$ cat src/rtl/stopwatch_disp_pkg.sv
// stopwatch_disp_pkg
//   Shared constants and types for the stopwatch display scheduler:
//   digit count, all-off anode/segment patterns, the active-low glyph
//   table and a helper that turns a 5-bit digit word into segment bits.
package stopwatch_disp_pkg;

   localparam int         NUM_DIGITS = 6;
   localparam logic [5:0] AN_OFF     = 6'h3F;
   localparam logic [7:0] SSEG_OFF   = 8'hFF;

   // Segments g..a, active-low, indexed by glyph value 0-F.
   localparam logic [6:0] GLYPH_TAB [16] = '{
      7'h40, 7'h79, 7'h24, 7'h30, 7'h19, 7'h12, 7'h02, 7'h78,
      7'h00, 7'h10, 7'h08, 7'h03, 7'h46, 7'h21, 7'h06, 7'h0E
   };

   // Digit word layout: bit4 = decimal point, bits3:0 = glyph value.
   typedef struct packed {
      logic       dp;
      logic [3:0] val;
   } digit_t;

   function automatic logic [7:0] digit_to_sseg(input digit_t d);
      return {~d.dp, GLYPH_TAB[d.val]};
   endfunction

endpackage

$ cat src/rtl/stopwatch_disp_scheduler_sseg_decoder.sv
// sseg_decoder
//   Combinational digit-word to seven-segment decoder.
//   Ports:
//     word  in  5  bit4 = decimal point, bits3:0 = glyph value
//     sseg  out 8  active-low segments, sseg[7] = ~dp, sseg[6:0] = g..a
module sseg_decoder
   import stopwatch_disp_pkg::*;
(
   input  logic [4:0] word,
   output logic [7:0] sseg
);

   assign sseg = digit_to_sseg(digit_t'(word));

endmodule

$ cat src/rtl/stopwatch_disp_scheduler.sv
// stopwatch_disp_scheduler
//   Scans six digit words onto a shared common-anode display. Inputs are
//   snapshotted once per frame so a frame never mixes old and new digits.
//   Supports leading-zero blanking and whole-display blinking.
//   Ports:
//     clk         in  1  system clock
//     rst_n       in  1  asynchronous active-low reset
//     in0..in5    in  5  digit words (in0 = rightmost digit)
//     blank_lz    in  1  blank leading zeros
//     blink_en    in  1  blink the whole display
//     an          out 6  active-low anode enables, an[k] = digit k
//     sseg        out 8  active-low segments {~dp, g..a}
//     frame_tick  out 1  one-cycle pulse at each frame start
module stopwatch_disp_scheduler
   import stopwatch_disp_pkg::*;
#(
   parameter int CLK_PER_DIGIT = 100000,
   parameter int BLINK_FRAMES  = 83
)(
   input  logic       clk,
   input  logic       rst_n,
   input  logic [4:0] in0,
   input  logic [4:0] in1,
   input  logic [4:0] in2,
   input  logic [4:0] in3,
   input  logic [4:0] in4,
   input  logic [4:0] in5,
   input  logic       blank_lz,
   input  logic       blink_en,
   output logic [5:0] an,
   output logic [7:0] sseg,
   output logic       frame_tick
);

   localparam int               CNT_W    = (CLK_PER_DIGIT > 1) ? $clog2(CLK_PER_DIGIT) : 1;
   localparam int               BLK_W    = $clog2(BLINK_FRAMES + 1);
   localparam logic [CNT_W-1:0] CNT_LAST = CNT_W'(CLK_PER_DIGIT - 1);
   localparam logic [BLK_W-1:0] BLK_LAST = BLK_W'(BLINK_FRAMES - 1);
   localparam logic [2:0]       SEL_LAST = 3'(NUM_DIGITS - 1);

   logic [CNT_W-1:0] cnt_reg;
   logic [2:0]       sel_reg;
   logic [BLK_W-1:0] blink_cnt_reg;
   logic             blink_phase_reg;
   logic [4:0]       shadow_reg [NUM_DIGITS];
   logic [4:0]       in_word    [NUM_DIGITS];

   logic             slot_end;
   logic             frame_start;
   logic             zero_run;
   logic [5:0]       blank_vec;
   logic [4:0]       cur_word;
   logic             cur_blank;
   logic [7:0]       cur_sseg;
   logic [5:0]       sel_onehot;
   logic [5:0]       an_next;

   assign in_word = '{in0, in1, in2, in3, in4, in5};

   assign slot_end    = (cnt_reg == CNT_LAST);
   assign frame_start = slot_end && (sel_reg == SEL_LAST);

   // Refresh counter, digit select and blink timebase.
   always_ff @(posedge clk or negedge rst_n) begin
      if (!rst_n) begin
         cnt_reg         <= '0;
         sel_reg         <= '0;
         blink_cnt_reg   <= '0;
         blink_phase_reg <= 1'b0;
      end else begin
         cnt_reg <= slot_end ? '0 : cnt_reg + 1'b1;
         if (slot_end)
            sel_reg <= (sel_reg == SEL_LAST) ? 3'd0 : sel_reg + 3'd1;
         if (frame_start) begin
            if (blink_cnt_reg == BLK_LAST) begin
               blink_cnt_reg   <= '0;
               blink_phase_reg <= ~blink_phase_reg;
            end else begin
               blink_cnt_reg <= blink_cnt_reg + 1'b1;
            end
         end
      end
   end

   // Frame snapshot: inputs are only sampled on the 5->0 wrap, so the
   // whole frame is drawn from one consistent set of digits.
   always_ff @(posedge clk or negedge rst_n) begin
      if (!rst_n) begin
         for (int i = 0; i < NUM_DIGITS; i++)
            shadow_reg[i] <= '0;
      end else if (frame_start) begin
         for (int i = 0; i < NUM_DIGITS; i++)
            shadow_reg[i] <= in_word[i];
      end
   end

   // Leading-zero blanking: walk from the top digit down while every word
   // seen so far is entirely zero (a lone dp counts as content). Digit 0
   // is excluded so a zero reading still shows one "0".
   always_comb begin
      zero_run  = 1'b1;
      blank_vec = '0;
      for (int k = NUM_DIGITS - 1; k >= 1; k--) begin
         zero_run     = zero_run && (shadow_reg[k] == 5'd0);
         blank_vec[k] = blank_lz && zero_run;
      end
   end

   always_comb begin
      cur_word  = shadow_reg[0];
      cur_blank = blank_vec[0];
      case (sel_reg)
         3'd1:    begin cur_word = shadow_reg[1]; cur_blank = blank_vec[1]; end
         3'd2:    begin cur_word = shadow_reg[2]; cur_blank = blank_vec[2]; end
         3'd3:    begin cur_word = shadow_reg[3]; cur_blank = blank_vec[3]; end
         3'd4:    begin cur_word = shadow_reg[4]; cur_blank = blank_vec[4]; end
         3'd5:    begin cur_word = shadow_reg[5]; cur_blank = blank_vec[5]; end
         default: ;
      endcase
   end

   sseg_decoder u_sseg_decoder (
      .word (cur_word),
      .sseg (cur_sseg)
   );

   // cnt==0 keeps all anodes off for one clock while the segment lines
   // settle on the new digit, which avoids ghosting into the neighbour.
   assign sel_onehot = 6'd1 << sel_reg;
   assign an_next    = ((cnt_reg == '0) || cur_blank || (blink_en && blink_phase_reg))
                       ? AN_OFF : ~sel_onehot;

   always_ff @(posedge clk or negedge rst_n) begin
      if (!rst_n) begin
         an         <= AN_OFF;
         sseg       <= SSEG_OFF;
         frame_tick <= 1'b0;
      end else begin
         an         <= an_next;
         sseg       <= cur_sseg;
         frame_tick <= frame_start;
      end
   end

endmodule

$ cat config.mk
export PLATFORM = sky130hd
export DESIGN_NAME = stopwatch_disp_scheduler
export DESIGN_NICKNAME = d
export VERILOG_FILES = /design/src/rtl/stopwatch_disp_pkg.sv /design/src/rtl/stopwatch_disp_scheduler_sseg_decoder.sv /design/src/rtl/stopwatch_disp_scheduler.sv
export SDC_FILE = /design/constraint.sdc
export NUM_CORES = 1
export LEC_CHECK = 0
export ABC_AREA = 1
export CORE_ASPECT_RATIO = 0.8
export CORE_UTILIZATION = 56
export DETAILED_ROUTE_END_ITERATION = 8
export PLACE_DENSITY = 0.76
export SLEW_MARGIN = 20
export SYNTH_ARGS = -nofsm -noshare
export SYNTH_HDL_FRONTEND = slang
export SYNTH_SLANG_ARGS = --single-unit
$ cat constraint.sdc
create_clock -name clk -period 2.85 [get_ports clk]
set_input_delay 0.4275 -clock clk [delete_from_list [all_inputs] [get_ports clk]]
set_output_delay 0.4275 -clock clk [all_outputs]
set_load 0.01 [all_outputs]
# Word level (Yosys, flattened, before mapping)
# Memory sizes are Yosys's and may differ from the RTL's. A register that Yosys moved wholly into a read port is not among the register bits.
# Index checks and enable logic that the tools add are counted.
[totals]
ff_bits = 73
romBits = 112
input_bits = 34
output_inout_bits = 15
elab_cells = 59
mem_count = 1
[memory_table]
columns = ["memory", "depth", "width", "read_ports", "rd_clocked_by_memory_dff", "wr", "line_no", "rtl"]
rows = [
  ["(no name shown)", 16, 7, 1, 1, 0, "stopwatch_disp_pkg.sv:24", "return {~d.dp, GLYPH_TAB[d.val]};"],
]
[classes]
addsub = 3
order_cmp = 1
eq_ne = 7
shifts = 1
muxes = 8
bitwise = 4
n_reduce_logical = 21
[ops]
columns = ["cell", "n"]
rows = [
  ["logical NOT 5 bit", 5],
  ["case mux 5 bit (5 select lines)", 1],
  ["two-way mux 7 bit", 3],
  ["adder 17 x 1 -> 17 bit, second input constant", 1],
  ["== test 17 bit, second input constant", 1],
  ["logical NOT 17 bit", 1],
  ["two-way mux 17 bit", 1],
  ["logical AND 1 bit", 11],
  ["adder 7 x 1 -> 7 bit, second input constant", 1],
  ["== test 7 bit, second input constant", 1],
  ["== test 3 x 2 -> 1 bit, second input constant", 2],
  ["== test 3 bit, second input constant", 2],
  ["two-way mux 6 bit", 1],
  ["NOT 6 bit", 1],
  ["<< shifter 1 x 3 -> 6 bit, first input constant", 1],
  ["greater-or-equal comparator 5 bit, second input constant", 1],
  ["NOT 4 -> 5 bit", 1],
  ["case mux 1 bit (5 select lines)", 1],
  ["adder 3 x 1 -> 3 bit, second input constant", 1],
  ["== test 3 x 1 -> 1 bit, second input constant", 1],
  ["two-way mux 3 bit", 1],
  ["logical OR 1 bit", 2],
  ["NOT 1 bit", 2],
  ["AND reduction 2 bit", 1],
  ["logical NOT 1 bit", 1],
]

# Logic depth before layout (Yosys ltp)
[logic_depth]
word_depth = 10
ltp_mapped = 16
mapped_depth_nobuf = 15

# Hierarchy
# A second synthesis with hierarchy kept.
[hier_totals]
hier_cells = 476
area_unflattened_um2 = 3811.2
[modules_own_cells]
columns = ["mod", "instances", "cells_each", "area_per_inst_um2", "seq_area_each_um2"]
rows = [
  ["stopwatch_disp_scheduler", 1, 424, 3532.1, 1844.3],
  ["sseg_decoder", 1, 52, 279.0, 0.0],
]

# Least setup slack after synthesis
# No wires, ideal clock.
[synth_timing]
kind = "register to register"
start = "register sel_reg[2]"
end = "register sseg[3]"
setup_ns = 0.076
arrival_ns = 2.016
required_ns = 2.774
path_slack_ns = 0.758
stages_incl_launch_ff = 15
path_buffers = 1
synth_period_minus_slack_ns = 2.092
path_cell_list = "dfrtp_1 -> buf_6 -> inv_1 -> ha_1 -> nand2_1 -> nand2_1 -> nor2_1 -> nand2_1 -> nor2_1 -> inv_1 -> ha_1 -> nand3_1 -> nand2_1 -> nand2_1 -> nand2_1"
[synth_via]
elab_chain_cells = 3
elab_cells_between_ends = 7
cone_classes = "eq/ne (5); mux (1); bitwise (1)"
[synth_lines]
columns = ["element", "line_no", "rtl"]
rows = [
  ["from (decl)", "stopwatch_disp_scheduler.sv:42", "logic [2:0] sel_reg;"],
  ["from (signal assigned)", "stopwatch_disp_scheduler.sv:73", "sel_reg <= (sel_reg == SEL_LAST) ? 3'd0 : sel_reg + 3'd1;"],
  ["== test 3 bit, or another cell as far along", "stopwatch_disp_scheduler.sv:112", "case (sel_reg)"],
  ["case mux 5 bit (5 select lines) *", "stopwatch_disp_scheduler.sv:112", ""],
  ["NOT 4 -> 5 bit (not written as such) *", "stopwatch_disp_pkg.sv:24", ""],
  ["to (decl)", "stopwatch_disp_scheduler.sv:31", "output logic [7:0] sseg,"],
]
# Every way passes the cells marked *; elsewhere a longest branch is shown, timed or not.
# A chain may end at the register's enable or synchronous reset.

# Worst setup path in the final report
[layout_timing]
start = "register sel_reg[2]"
end = "register sseg[6]"
# Same word-level chain as after synthesis.

==> metrics <==
outcome finished, final reports clean; Max stage delay cell, worst path dfrtp_1; # rows 26; crit path cell chain inv_1 > ha_1 > a21oi_4 > nand2_4 > nor2_1 > nor2_1 > inv_1 > ha_1 > nand3_1 > nand2_1 > nand2_1 > nand2_1; fmax 446 MHz; Critical Setup Path Class flop to flop; pin slew with the least headroom to its limit 699 ps; DPL Wire Length 6.67 mm; post-CTS sizing 0; Ant. Diodes 0; GR Overflow Total 0; Crit Path Max Fanout 7; share of the synthesized area in the top cell type 37.8%; DRT antenna net count 0; DR vias 3398; final hold vios 0; CP dominant cell by count nand2_1; CP Launch Type flop; largest cells by area after synthesis dfrtp_1, nand2_1, dfstp_2, nand3_1, nor2_1; Setup Buffers After CTS 0; gpl congestion 0.966; DRC Markers 0; core box area 6570 µm²; largest area contributor in the netlist dfrtp_1; fill count 505; Avg WL per Cell 14.0 µm; IO Count 49; first-pass GRT wire length 15.3 mm; power per standard cell area 406 nW/µm²; LEAKAGE 0.00218 µW; Seq cells post-synth 73; relative slew slack 53.4%; Final Skew 9.28 ps; clock latency on the worst-skew pair 360 ps; Peak VDD IR 0.222 mV; Top delay family on crit path simple AND/OR/NAND/NOR gates; multi-input combinational cell area 1770 µm²; share of cells above drive strength 1 11.0%; CP arrival 2530 ps; Port Buffer Count 48; DRT iter0 DRCs 226; Post-Syn Instances 494; fin crit share 78.7%; Avg Inst Size Synth 7.90 µm²; crit end category flop; CTS Sinks 73; largest net degree at the start of global routing 44; Buf+Inv Stages, Crit Path 2; Clk pin slew, worst setup/hold paths 80 ps; max cap viols 0; syn_nets 538; post-layout net count 593; # hold bufs at CTS 0; hold crit path type primary input to asynchronous set/reset pin; vias in the first global route 3219; Total GRT Usage 27.6%; Hold WS 113 ps; H-Tree Depth 3; flip-flop and latch area 1840 µm²; Die Height 76.7 µm; TritonRoute pass-1 iters 4; CTS Buf Count 9; synthesized area 3900 µm²; final max-slew violation count 0; clock period minus worst slack 2240 ps; delay of the slowest critical-path stage 440 ps; Seq/Total Area, Yosys 47.3%; Yosys cell types 36; CP required 3140 ps; CTS Root Cell clkbuf_8; number of flip-flops in the largest register 30; total negative setup slack 0 ps; overall routed net length 8.96 mm; Initial Util 59.4%; Warnings, synthesis 0; CTS tree built; vias per inst 5.33; die width 95.3 µm; Setup violations, final 0; worst-case clock buffer depth 2; unrepaired setup endpoints after global routing false; die area 7310 µm²; initial antenna violation count 0; area grow syn2layout 19.2%
==> cell families after synthesis <==
family / synth area share (%)
DFF: 47.3
adders and majority gates: 3.21
AOI/OAI and AO/OA: 5.23
and+or+nand+nor: 34.2
buffers and inverters: 7.41
xor gates and xnor gates: 2.69
==> placed cells by master, fill, tap and decap left out, drive strengths merged, types with 2 or more instances in the layout <==
cell type,count
clkbuf,10
nand4,12
buf,7
clkinvlp,2
a22oi,2
dfstp,14
nor2,59
xor2,10
nand3,46
a21oi,8
nor3,8
o21ai,20
nor4,4
dfrtp,59
ha,10
clkinv,4
nand2,168
inv,55
clkdlybuf4s50,47
xnor2,2
==> cell type report <==
cell class | instances | area share (%)
sequential | 73 | 39.7
multi-input combinational | 355 | 38.0
timing repair buffer | 54 | 11.5
inverter | 56 | 4.60
clock buffer | 10 | 2.74
tap | 84 | 2.26
clock inverter | 6 | 1.26
==> power by group <==
| group | total, µW | internal (µW) | leakage, µW | switching [µW] |
|---|---|---|---|---|
| clock | 783 | 398 | 0.0000897 | 385 |
| sequential | 1040 | 1040 | 0.000799 | 0 |
| combinational | 67.7 | 41.2 | 0.00129 | 26.5 |
==> layer usage <==
metal  vias to the layer above  routed length (µm)  GRT usage, %
met2                       122                3840          38.8
met4                         0                 138          9.39
met5                         -                   0             0
li1                       1684                   -             -
met3                        15                 595          7.54
met1                      1577                4380          40.9
==> metrics by stage <==
step / std cells / util, % / setup slack (ps) / total power (µW) / instance area [µm²]
after floorplan: 494 / - / 758 / 1060 / 3900
after detailed placement: 622 / 67.9 / 649 / 1120 / 4460
after CTS: 638 / 70.8 / 628 / 1920 / 4650
after global placement: 622 / 67.9 / 788 / 1120 / 4460
final: 638 / 70.8 / 606 / 1890 / 4650
after global routing: 638 / 70.8 / 412 / 1950 / 4650
==> cell usage after synthesis <==
| library cell | instances |
|---|---|
| o31ai_1 | 1 |
| nand2_1 | 157 |
| xnor2_1 | 2 |
| a21oi_4 | 1 |
| dfstp_2 | 14 |
| nor4_1 | 4 |
| dfrtp_1 | 59 |
| nor3_1 | 8 |
| nand3_4 | 1 |
| inv_1 | 50 |
| nor2_2 | 4 |
| a21oi_1 | 6 |
| o21ai_4 | 1 |
| o21ai_0 | 16 |
| buf_6 | 4 |
| nand2_8 | 1 |
| or2_0 | 1 |
| nor2_1 | 54 |
| nand3b_1 | 1 |
| inv_4 | 1 |
| a22oi_1 | 2 |
| inv_2 | 4 |
| a21oi_2 | 1 |
| xor2_1 | 10 |
| o21ai_1 | 3 |
| nand4_1 | 12 |
| nand3_1 | 45 |
| buf_2 | 6 |
| nor2_8 | 1 |
| ha_1 | 10 |
| nor3b_1 | 1 |
| o221ai_1 | 1 |
| nand2_4 | 2 |
| clkinv_2 | 1 |
| nand2_2 | 8 |
| o22ai_1 | 1 |
==> path summary, 6_finish.rpt <==
kind / from / end / slack, ps / cells past startpoint
worst min-delay path: rst_n / cnt_reg[14]$_DFF_PN0_ / 110 / 1
max in group asynchronous: rst_n / sseg[7]$_DFF_PN1_ / 2020 / 2
worst max register to register: sel_reg[2]$_DFFE_PN0N_ / sseg[6]$_DFF_PN1_ / 610 / 12
min in group clk: shadow_reg[29]$_DFFE_PN0P_ / sseg[7]$_DFF_PN1_ / 480 / 1
worst min register to register: shadow_reg[29]$_DFFE_PN0P_ / sseg[7]$_DFF_PN1_ / 480 / 1
worst max-delay path: sel_reg[2]$_DFFE_PN0N_ / sseg[6]$_DFF_PN1_ / 610 / 12
No activity file was read; power rests on OpenSTA's default activity.
